### src/rtl/acq_seq_pkg.sv
// acq_seq_pkg: one-hot state encoding and counter widths shared by the readout sequencer.
package acq_seq_pkg;
   localparam int BYTE_CNT_W = 11;
   localparam int TMO_CNT_W = 24;
   typedef enum logic [5:0] {
      IDLE    = 6'b000001,
      ARMED   = 6'b000010,
      SETTLE  = 6'b000100,
      PRESENT = 6'b001000,
      HANDOFF = 6'b010000,
      DONE    = 6'b100000
   } state_t;
endpackage

### src/rtl/acq_readout_sequencer.sv
// acq_readout_sequencer: arms storage capture, drains one record byte by byte onto a valid/ready link.
// TRIG_TIMEOUT_EN adds an ARMED-state timeout with a sticky TriggerTimeout output.
module acq_readout_sequencer
   import acq_seq_pkg::*;
#(
   parameter int BYTES_PER_RECORD = 1024,
   parameter int SETTLE_CYCLES = 2
`ifdef TRIG_TIMEOUT_EN
   , parameter int TIMEOUT_CYCLES = 2**24-1
`endif
) (
   input  logic       ReadClock,
   input  logic       Reset,
   input  logic       Arm,
   input  logic       Abort,
   output logic       TriggerEnable,
   input  logic       StorageDataReady,
   input  logic [7:0] StorageData,
   output logic       StorageReadEnable,
   output logic [7:0] TxData,
   output logic       TxValid,
   input  logic       TxReady,
   output logic       Busy,
   output logic       RecordDone,
`ifdef TRIG_TIMEOUT_EN
   output logic       TriggerTimeout,
`endif
   output logic       ShortRecord
);
   localparam int SET_W = $clog2(SETTLE_CYCLES + 1);

   state_t state, state_nxt;
   logic [BYTE_CNT_W-1:0] byte_cnt;
   logic [SET_W-1:0] settle_cnt;
   logic accept, finish, drop, advance, tmo_hit;

   assign accept = state == HANDOFF && TxReady;
   assign finish = accept && byte_cnt == BYTE_CNT_W'(BYTES_PER_RECORD - 1);
   // a completing accept beats a falling StorageDataReady; Abort beats both
   assign drop = !StorageDataReady && (state inside {SETTLE, PRESENT, HANDOFF}) && !finish && !Abort;
   assign advance = accept && !Abort && (StorageDataReady || finish);

`ifdef TRIG_TIMEOUT_EN
   logic [TMO_CNT_W-1:0] tmo_cnt;
   assign tmo_hit = state == ARMED && !StorageDataReady && tmo_cnt == TMO_CNT_W'(TIMEOUT_CYCLES - 1);
   always_ff @(posedge ReadClock) begin
      tmo_cnt <= (Reset || state != ARMED) ? '0 : tmo_cnt + 1'b1;
      if (Reset || (state == IDLE && Arm))
         TriggerTimeout <= 1'b0;
      else if (tmo_hit && !Abort)
         TriggerTimeout <= 1'b1;
   end
`else
   assign tmo_hit = 1'b0;
`endif

   always_ff @(posedge ReadClock)
      state <= Reset ? IDLE : state_nxt;

   always_comb begin
      state_nxt = state;
      case (state)
         IDLE:    state_nxt = Arm ? ARMED : IDLE;
         ARMED:   state_nxt = StorageDataReady ? SETTLE : tmo_hit ? IDLE : ARMED;
         SETTLE:  state_nxt = settle_cnt == SET_W'(SETTLE_CYCLES - 1) ? PRESENT : SETTLE;
         PRESENT: state_nxt = HANDOFF;
         HANDOFF: state_nxt = !accept ? HANDOFF : finish ? DONE : SETTLE;
         DONE:    state_nxt = IDLE;
         default: state_nxt = IDLE;
      endcase
      if ((Abort && state != IDLE) || drop)
         state_nxt = IDLE;
   end

   always_comb begin
      TriggerEnable = state == ARMED;
      Busy = state != IDLE;
      RecordDone = state == DONE;
   end

   always_ff @(posedge ReadClock) begin
      if (Reset) begin
         byte_cnt <= '0;
         settle_cnt <= '0;
         TxData <= '0;
         TxValid <= 1'b0;
         StorageReadEnable <= 1'b0;
         ShortRecord <= 1'b0;
      end else begin
         settle_cnt <= state == SETTLE ? settle_cnt + 1'b1 : '0;
         TxValid <= state_nxt == HANDOFF;
         StorageReadEnable <= advance;
         if (state == PRESENT)
            TxData <= StorageData;
         byte_cnt <= (state == IDLE || Abort) ? '0 : byte_cnt + BYTE_CNT_W'(advance);
         ShortRecord <= (state == IDLE && Arm) ? 1'b0 : ShortRecord | drop;
      end
   end
endmodule

### config.mk
export PLATFORM = sky130hd
export DESIGN_NAME = acq_readout_sequencer
export DESIGN_NICKNAME = d
export VERILOG_FILES = /design/src/rtl/acq_seq_pkg.sv /design/src/rtl/acq_readout_sequencer.sv
export SDC_FILE = /design/constraint.sdc
export NUM_CORES = 1
export LEC_CHECK = 0
export BUFFER_PORTS_ARGS = -buffer_cell sky130_fd_sc_hd__buf_2
export CORE_ASPECT_RATIO = 1.4
export CORE_MARGIN = 2
export CORE_UTILIZATION = 55
export CTS_BUF_LIST = sky130_fd_sc_hd__clkbuf_4 sky130_fd_sc_hd__clkbuf_8
export CTS_CLUSTER_SIZE = 25
export DETAILED_ROUTE_END_ITERATION = 7
export GPL_ROUTABILITY_DRIVEN = 0
export PLACE_DENSITY_LB_ADDON = 0.15
export REMOVE_ABC_BUFFERS = 1
export SLEW_MARGIN = 10
export SYNTH_ARGS = -nofsm -noshare
export SYNTH_HDL_FRONTEND = slang
export SYNTH_SLANG_ARGS = --single-unit
### constraint.sdc
create_clock -name ReadClock -period 2.7 [get_ports ReadClock]
set_input_delay 0.27 -clock ReadClock [delete_from_list [all_inputs] [get_ports ReadClock]]
set_output_delay 0.27 -clock ReadClock [all_outputs]
set_load 0.05 [all_outputs]
==> reports/summary.txt, run 1 <==
H-Tree Level Count - 2
Clk_lat worst skew - 330 ps
Hold buffer count at cts - 0
CTS root buffer - clkbuf_4
Non-Filler Instances - 188
Setup crit start kind - flip-flop
Synthesized area per cell - 9.42 um^2
Post-synth EDFFs - 0
Num CTS Buffers - 5
Final #Nets - 184
Die area - 2740 um^2
Post-synthesis compound-gate area fraction - 6.74%
CTS sink cnt - 30
Final Hold Vio Count - 0
Initial antenna violation count - 0
Worst Skew - 4.82 ps
Vias in the first global route - 1001
Slew margin rel. - 61.8%
Fin crit period - 2320 ps
Post-route DRC - 0
Largest area contributor in the netlist - dfxtp_1
Buffers on Ports - 27
Overall Power - 0.767 mW
Mux cell area share after synthesis - 6.25%
GRT Total Usage - 22.3%
Fin. max-slew vios - 0
Status - completed
Total Wirelength - 2500 um
Worst-path maximum fanout - 5
Crit path buf inv count - 1
Remaining antenna violation count - 0
DR iter-0 viols - 14
Xor/xnor share of the synthesized area - 6.84%
P&R area growth vs syn - 15.1%
Async SR Flop Fraction - 0%
CP required - 2910 ps
Synth Area in Simple Gates - 27.1%
Power density cells - 520 nW/um^2
Pleak - 0.669 nW
Finish-stage setup viols - 0
Worst-margin pin slew - 572 ps
Synth warn - 0
Antenna diodes - 0
Die width - 44.8 um
Crit-path cells - nor3_1 > and4_1 > o21ai_0 > nor2_1 > ha_1 > ha_1 > inv_1 > nor3_1 > xnor2_1 > nor2_1
Sum Neg Setup Slack - 0 ps
CP max stage delay - 460 ps
First-pass GRT wire length - 4350 um
Synthesized cell area - 1280 um^2
Largest family of logic cells by synthesized area - simple AND/OR/NAND/NOR gates
Ports - 28
Crit path capture type - flip-flop
Largest net degree at the start of global routing - 15
# rows - 20
Worst EP arrival - 2530 ps
Cell family with most CP delay - simple AND/OR/NAND/NOR gates
Commonest cells post-synth - 30 x dfxtp_1, 27 x nor2_1, 8 x mux2i_1, 8 x nor3_1, 6 x xor2_1
Inst Count DP - 182
Worst IR Drop VDD - 325 uV
Dominant synthesized flop cell - dfxtp_1
Share of the synthesized area in the top cell type - 46.9%
CP max-delay cell - nor3_1
Hold Crit Class - input pin to flip-flop
TritonCTS clock tree - yes
Core area - 2200 um^2
Maxcap violations - 0
Post-CTS Resized - 0
Unrepaired setup endpoints after global routing - no
Register area share after synthesis - 46.9%
Synth area leaders - dfxtp_1 47%, nor2_1 7.9%, mux2i_1 6.3%
Detailed placement HPWL - 1880 um
Via/cell ratio - 5.79
Crit share post-route - 85.9%
Initial Util - 58.2%
CTS Buffer Depth - 2
Register bit count reported by yosys - 30
Postcts setup bufs - 0
Adder-Cell Fraction of Synth Area - 2.93%
Vias - 1089
First-pass DRT Iterations - 4
Setup Crit Path Kind - flip-flop to flip-flop
DR WL/cell - 13.3 um
Clk slew on worst S/H paths - 80 ps
Fmax - 431 MHz
Synth unique cells - 36
Chip Height - 61.1 um
GR Overflow Total - 0
Syn Inst Count - 136
Most common cell in the netlist - dfxtp_1
Layout cells sized above 1 - 23.5%
==> report_power, final <==
| group | internal (mW) | total (mW) | switching (mW) |
|---|---|---|---|
| clock network | 0.117 | 0.252 | 0.135 |
| registers | 0.446 | 0.449 | 0.00341 |
| logic | 0.0219 | 0.0664 | 0.0445 |
==> kinds of logic (layout without fill, tap and decap cells) <==
logic type / after synthesis / in the layout
compound gates: 11 / 11
mux: 8 / 8
simple gates: 65 / 65
flops: 30 / 30
xor+xnor: 10 / 10
buf+inv: 9 / 39
fa+ha+maj: 3 / 3
==> metal layers <==
layer  global-route usage [%]  routed length (um)
met1                     22.3                 939
met2                     40.6                1350
met3                     7.92                 148
met4                     10.1                  57
met5                        0                   0
==> worst paths after layout <==
check	from	end	slack [ps]	depth (start not counted)
worst max-delay path	state[0]	byte_cnt[10]	380	10
worst min-delay path	Abort	StorageReadEnable	160	2
worst max register to register	state[0]	byte_cnt[10]	380	10
worst min register to register	settle_cnt[0]	settle_cnt[0]	440	1
==> layout make-up <==
type / count / area (um^2)
fill: 183 / 727
clock buffer: 6 / 51.3
inverter: 6 / 22.5
timing repair buffer: 27 / 135
tap: 22 / 27.5
multi-input combinational: 97 / 638
sequential: 30 / 601
==> metrics by stage <==
stage	setup slack, ps	util [%]	hold slack (ps)	area (um^2)
4_1_cts	398	67.0	164	1480
2_1_floorplan	656	-	342	1260
5_1_grt	118	67.0	157	1480
3_3_place_gp	497	64.7	419	1420
3_5_place_dp	403	64.7	431	1420
6_report	381	67.0	159	1480
==> placed cells by master (no fill, tap or decap), types with 2 or more instances in the layout <==
cell type / count
dfxtp_1: 30
nor2_1: 27
buf_2: 27
nor3_1: 8
mux2i_1: 8
xor2_1: 6
nand4_1: 5
inv_1: 5
clkbuf_4: 5
nand3_1: 4
nand2_1: 4
and3_1: 4
xnor2_1: 4
ha_1: 3
o21ai_0: 2
and2_1: 2
nand4b_1: 2
a211oi_1: 2
==> registers in the layout, summed over array words and instances, names as in the netlist <==
signal	flops
state	6
StorageReadEnable	1
TxValid	1
settle_cnt	2
TxData	8
ShortRecord	1
byte_cnt	11
Note: power is estimated with default switching activity, not from simulation.
==> inputs of run 2 (changes only) <==
- CORE_UTILIZATION: 55 -> 50
- clock period: 2.7 -> 2.1 ns (I/O delays scaled with it)
==> run 2 against run 1 <==
  * Worst setup slack lost 230 ps
  * Non-clock buffer count grew 9
  * Cell area grew 9.3%
  * Sequential share of layout area shrank 3.3 points
  * Clock power grew 85%
  * Sequential power grew 29%
  * Clock-buffer cell count is the same
==> reports/summary.txt, run 2 (same netlist as run 1, synthesis figures left out) <==
Worst R2R Start - state[5] (was state[0])
Layout cells sized above 1 - 31.8% (was 23.5%)
Most common cell after layout, fill and taps aside - dfxtp_1 (unchanged)
FF+latch area - 603 um^2 (was 601 um^2)
Vias in the first global route - 1152 (was 1001)
# rows - 21 (was 20)
CP required - 1890 ps (was 2910 ps)
Hold path cells - 2 (unchanged)
Maxcap violations - 0 (unchanged)
Buffers on Ports - 27 (unchanged)
Non-Filler Instances - 210 (was 188)
GRT Total Usage - 21.3% (was 22.3%)
Hold WS - 109 ps (was 159 ps)
Ports - 28 (unchanged)
Fmax - 513 MHz
Via/cell ratio - 5.32 (was 5.79)
Sum Neg Setup Slack - 0 ps (unchanged)
First-pass GRT wire length - 4550 um (was 4350 um)
Num CTS Buffers - 5 (unchanged)
Hold path startpoint - Abort (unchanged)
Register with the most flip-flops - byte_cnt (unchanged)
Post-place setup slack - -17.7 ps (was 403 ps)
Worst IR Drop VDD - 603 uV (was 325 uV)
Detailed placement HPWL - 2170 um (was 1880 um)
Clk slew on worst S/H paths - 90 ps (was 80 ps)
CTS sink cnt - 30 (unchanged)
GR Overflow Total - 0 (unchanged)
Worst-path maximum fanout - 6 (was 5)
First-pass DRT Iterations - 4 (unchanged)
Inst Count DP - 202 (was 182)
Worst r2r path cells - 6 (was 10)
Setup Crit Path Kind - flip-flop to output pin (was flip-flop to flip-flop)
Fin crit period - 1950 ps
Pleak - 0.732 nW (was 0.669 nW)
Largest register FFs - 11 (unchanged)
Hold Crit Class - input pin to flip-flop (unchanged)
Worst EP arrival - 1740 ps (was 2530 ps)
Core area - 2420 um^2 (was 2200 um^2)
Slew margin rel. - 59.7% (was 61.8%)
Post-route DRC - 0 (unchanged)
Remaining antenna violation count - 0 (unchanged)
Overall Power - 1.13 mW (was 0.767 mW)
R2R Setup Slk - 160 ps (was 380 ps)
Clk_lat worst skew - 330 ps (about the same)
Final Hold Vio Count - 0 (unchanged)
Endpoint, Worst Hold - StorageReadEnable (unchanged)
Status - completed (unchanged)
CTS root buffer - clkbuf_4 (unchanged)
Crit path capture type - output pin (was flip-flop)
Final #Nets - 193 (was 184)
Fin. max-slew vios - 0 (unchanged)
Vias - 1117 (was 1089)
Total Wirelength - 2760 um (was 2500 um)
Initial Util - 53.0% (was 58.2%)
Area occupied by multi-input gates - 661 um^2 (was 638 um^2)
Fin util - 66.7% (was 67.0%)
Finish-stage setup viols - 0 (unchanged)
Largest regs - byte_cnt x11, TxData x8, state x6 (unchanged)
Die width - 46.8 um (was 44.8 um)
P&R area growth vs syn - 25.9% (was 15.1%)
CTS Buffer Depth - 2 (unchanged)
DR iter-0 viols - 22 (was 14)
Worst Skew - 7.92 ps (was 4.82 ps)
Worst setup margin - 150 ps (was 381 ps)
Fin area - 1610 um^2 (was 1480 um^2)
Initial antenna violation count - 0 (unchanged)
Die area - 2990 um^2 (was 2740 um^2)
Worst-margin pin slew - 602 ps (was 572 ps)
Largest net degree at the start of global routing - 15 (unchanged)
DR WL/cell - 13.2 um (was 13.3 um)
Crit share post-route - 92.9%
H-Tree Level Count - 2 (unchanged)
Filler Cells Inserted - 220 (was 183)
Worst r2r dst - state[0] (was byte_cnt[10])
Setup crit start kind - flip-flop (unchanged)
Dpl cell area - 1500 um^2 (was 1420 um^2)
TritonCTS clock tree - yes (unchanged)
Most frequent cells in the layout - 28 x dfxtp_1, 27 x nor2_1, 27 x buf_2 (was 30 x dfxtp_1, 27 x nor2_1, 27 x buf_2)
Antenna diodes - 0 (unchanged)
Power density cells - 703 nW/um^2 (was 520 nW/um^2)
Chip Height - 63.9 um (was 61.1 um)
run 2: critical path: stages (launching register included):
cell and delay [ps]:
dfxtp_1 350, buf_4 160, nor4_4 340, and3b_2 280, inv_2 70, buf_2 210
run 2: worst max path at each step:
stage,to,slack (ps),cells past startpoint,start
2_1_floorplan,byte_cnt[10],60,10,state[0]
3_3_place_gp,byte_cnt[10],140,10,byte_cnt[7]
3_5_place_dp,byte_cnt[10],-20,10,state[0]
4_1_cts,byte_cnt[10],30,10,state[0]
5_1_grt,byte_cnt[6],-10,10,state[5]
6_report,Busy,150,5,state[5]
run 2: cell type report:
cell class              instances  share of cell area (%)
flip-flops and latches         30                    37.4
well taps                      34                    2.64
clock buffers                   6                    3.18
clock inverters                 1                    1.86
inverters                       6                    1.40
repair buffers                 36                    12.6
multi-input cells              97                    41.0
run 2: report_power, final:
group | internal, mW | total (mW) | switching [mW] | leakage, nW
logic | 0.0317 | 0.0912 | 0.0595 | 0.445
clock network | 0.277 | 0.465 | 0.188 | 0.0443
registers | 0.573 | 0.579 | 0.00541 | 0.243
total | 0.882 | 1.13 | 0.253 | 0.732
run 2: repair_timing:
action | in CTS | in global routing
resized for setup | 2 | 5
endpoints found under the setup margin | 1 | 3
pin swaps | 0 | 7
buffers inserted | 0 | 1
hold buffers | 0 | 0
run 2: layer usage:
layer  GRT usage [%]  up-vias  routed length [um]
met5               0        -                   0
met4            10.1        0                  95
met3            7.91       10                 108
met2            38.2       21                1570
met1            19.8      530                 995
li1                -      556                   -
==> inputs of run 3 (changes only) <==
- GPL_TIMING_DRIVEN: not set -> 0
==> run 3 against run 2 <==
  * Final cell count down 2.4%
  * Worst setup slack worse by 7.5 ps
  * Critical path type is now flip-flop to flip-flop
  * Wire length down 0.98%
  * Via count down 0.90%
  * Power down 11%
  * Sequential power about the same
  * Die area unchanged
  * Non-clock buffer count down 5
  * Global-route usage down 0.24 points
  * Fmax down 0.38%
  * Sequential cell count unchanged
  * Worst hold slack worse by 21 ps
==> reports/summary.txt, run 3 (same netlist as run 1, synthesis figures left out) <==
M1 WL - 1060 um (was 995 um)
Cell family with most CP delay - simple AND/OR/NAND/NOR gates (unchanged)
Maxcap violations - 0 (unchanged)
Fmax - 511 MHz (was 513 MHz)
Worst-path maximum fanout - 4 (was 6)
Filler Cells Inserted - 215 (was 220)
Initial Util - 53.0% (unchanged)
Via/cell ratio - 5.40 (was 5.32)
Die width - 46.8 um (unchanged)
First-pass DRT Iterations - 4 (unchanged)
Initial antenna violation count - 0 (unchanged)
Final #Nets - 188 (was 193)
Slew margin rel. - 59.1% (was 59.7%)
GRT Total Usage - 21.1% (was 21.3%)
Core area - 2420 um^2 (unchanged)
Power density cells - 641 nW/um^2 (was 703 nW/um^2)
Layout cells sized above 1 - 33.3% (was 31.8%)
TritonCTS clock tree - yes (unchanged)
CTS Buffer Depth - 2 (unchanged)
Most frequent cells in the layout - 27 x buf_2, 26 x nor2_1, 24 x dfxtp_1 (was 28 x dfxtp_1, 27 x nor2_1, 27 x buf_2)
Met3 routed WL - 122 um (was 108 um)
Fin util - 65.2% (was 66.7%)
Largest regs - byte_cnt x11, TxData x8, state x6 (unchanged)
NetSw - 0.251 mW (was 0.253 mW)
Fin crit period - 1960 ps (was 1950 ps)
P&R area growth vs syn - 22.9% (was 25.9%)
Hold path cells - 2 (unchanged)
Sequential share of power - 57.5% (was 51.0%)
Worst EP arrival - 2180 ps (was 1740 ps)
Most common cell after layout, fill and taps aside - buf_2 (was dfxtp_1)
GR Overflow Total - 0 (unchanged)
Die area - 2990 um^2 (unchanged)
Clk slew on worst S/H paths - 90 ps (about the same)
Crit path capture type - flip-flop (was output pin)
# rows - 21 (unchanged)
CP max-delay cell - dfxtp_4 (was dfxtp_1)
Met2 wire length - 1460 um (was 1570 um)
Vias in the first global route - 1072 (was 1152)
DR WL/cell - 13.4 um (was 13.2 um)
Total Wirelength - 2740 um (was 2760 um)
Finish-stage setup viols - 0 (unchanged)
Remaining antenna violation count - 0 (unchanged)
Pleak - 0.689 nW (was 0.732 nW)
Cell depth of the worst setup path - 10 (was 5)
CP required - 2320 ps (was 1890 ps)
Setup Crit Path Kind - flip-flop to flip-flop (was flip-flop to output pin)
Ports - 28 (unchanged)
Vias - 1107 (was 1117)
Buffers on Ports - 27 (unchanged)
Worst IR Drop VDD - 530 uV (was 603 uV)
CTS root buffer - clkbuf_4 (unchanged)
Worst r2r path cells - 10 (was 6)
Final Hold Vio Count - 0 (unchanged)
Switching Share - 24.9% (was 22.3%)
Fin. max-slew vios - 0 (unchanged)
Clock power frac - 33.3% (was 41.0%)
Top Metal Used - met4 (unchanged)
Hold buffer count at cts - 0 (unchanged)
Unrepaired setup endpoints after global routing - no
Crit path buf inv count - 1 (was 3)
Setup crit start kind - flip-flop (unchanged)
DR iter-0 viols - 21 (was 22)
Num CTS Buffers - 5 (unchanged)
Worst-margin pin slew - 612 ps (was 602 ps)
Detailed placement HPWL - 1930 um (was 2170 um)
Hold Crit Class - input pin to flip-flop (unchanged)
CTS sink cnt - 30 (unchanged)
Crit path top cell by count - nor2_1
Largest register FFs - 11 (unchanged)
First-pass GRT wire length - 4420 um (was 4550 um)
Clk_lat worst skew - 330 ps (about the same)
Worst Skew - 7.92 ps (about the same)
CP max stage delay - 380 ps (was 350 ps)
Gate power share - 9.3% (was 8.0%)
Crit-path cells - nor3_4 > and4_1 > o21ai_1 > nor2_1 > ha_2 > ha_4 > inv_1 > nor3_2 > xnor2_1 > nor2_1 (was buf_4 > nor4_4 > and3b_2 > inv_2 > buf_2)
Chip Height - 63.9 um (unchanged)
Crit share post-route - 93.2% (was 92.9%)
H-Tree Level Count - 2 (unchanged)
Largest net degree at the start of global routing - 15 (unchanged)
Overall Power - 1.01 mW (was 1.13 mW)
Register with the most flip-flops - byte_cnt (unchanged)
Post-route DRC - 0 (unchanged)
Status - completed (unchanged)
Sum Neg Setup Slack - 0 ps (unchanged)
Antenna diodes - 0 (unchanged)
Int Pwr - 0.758 mW (was 0.882 mW)
==> run 3: cell types whose count changed in the layout (fill, tap and decap cells not counted), moves of 2 or more <==
cell	delta
buf_4	-5
dfxtp_2	+3
clkbuf_4	+2
dfxtp_1	-4
==> run 3: repair_timing <==
item,in CTS,in global routing
pin swaps,2,7
gates resized for setup,7,10
endpoints found under the hold margin,0,0
setup buffers,2,2
setup endpoints to repair,6,3
==> run 3: path summary, 6_finish.rpt <==
check	startpoint	end	slack, ps
max	state[5]	byte_cnt[10]	140
min	Abort	StorageReadEnable	90
max reg2reg	state[5]	byte_cnt[10]	140
min reg2reg	settle_cnt[0]	settle_cnt[0]	440
==> run 3: power groups by stage <==
stage | registers (mW) | logic, mW | clock network (mW)
global placement | 0.591 | 0.0825 | 0
CTS | 0.580 | 0.0883 | 0.342
global route | 0.581 | 0.102 | 0.370
floorplan | 0.590 | 0.0537 | 0
finish | 0.580 | 0.0936 | 0.336
detailed placement | 0.591 | 0.0847 | 0
==> run 3: metal layers <==
metal / global-route usage [%] / vias up
met2: 35.6 / 25
met5: 0 / -
met3: 7.06 / 12
met4: 13.2 / 0
li1: - / 551
met1: 20.6 / 519
==> run 3: final cells by class <==
| cell class | instances | area, um^2 | area share (%) |
|---|---|---|---|
| repair buffers | 31 | 165 | 10.5 |
| flip-flops and latches | 30 | 611 | 38.8 |
| clock buffers | 7 | 52.6 | 3.34 |
| inverters | 6 | 22.5 | 1.43 |
| well taps | 34 | 42.5 | 2.70 |
| multi-input cells | 97 | 682 | 43.3 |
==> run 3: through the flow <==
step / hold slack [ps] / instance area [um^2] / worst slack, ps / cells
final: 87.4 / 1580 / 142 / 205
after global routing: 82.6 / 1580 / 10.1 / 205
after CTS: 76.9 / 1540 / 7.97 / 203
after detailed placement: 433 / 1440 / -237 / 194
after global placement: 416 / 1440 / -178 / 194
after floorplan: 282 / 1260 / 56.0 / 133
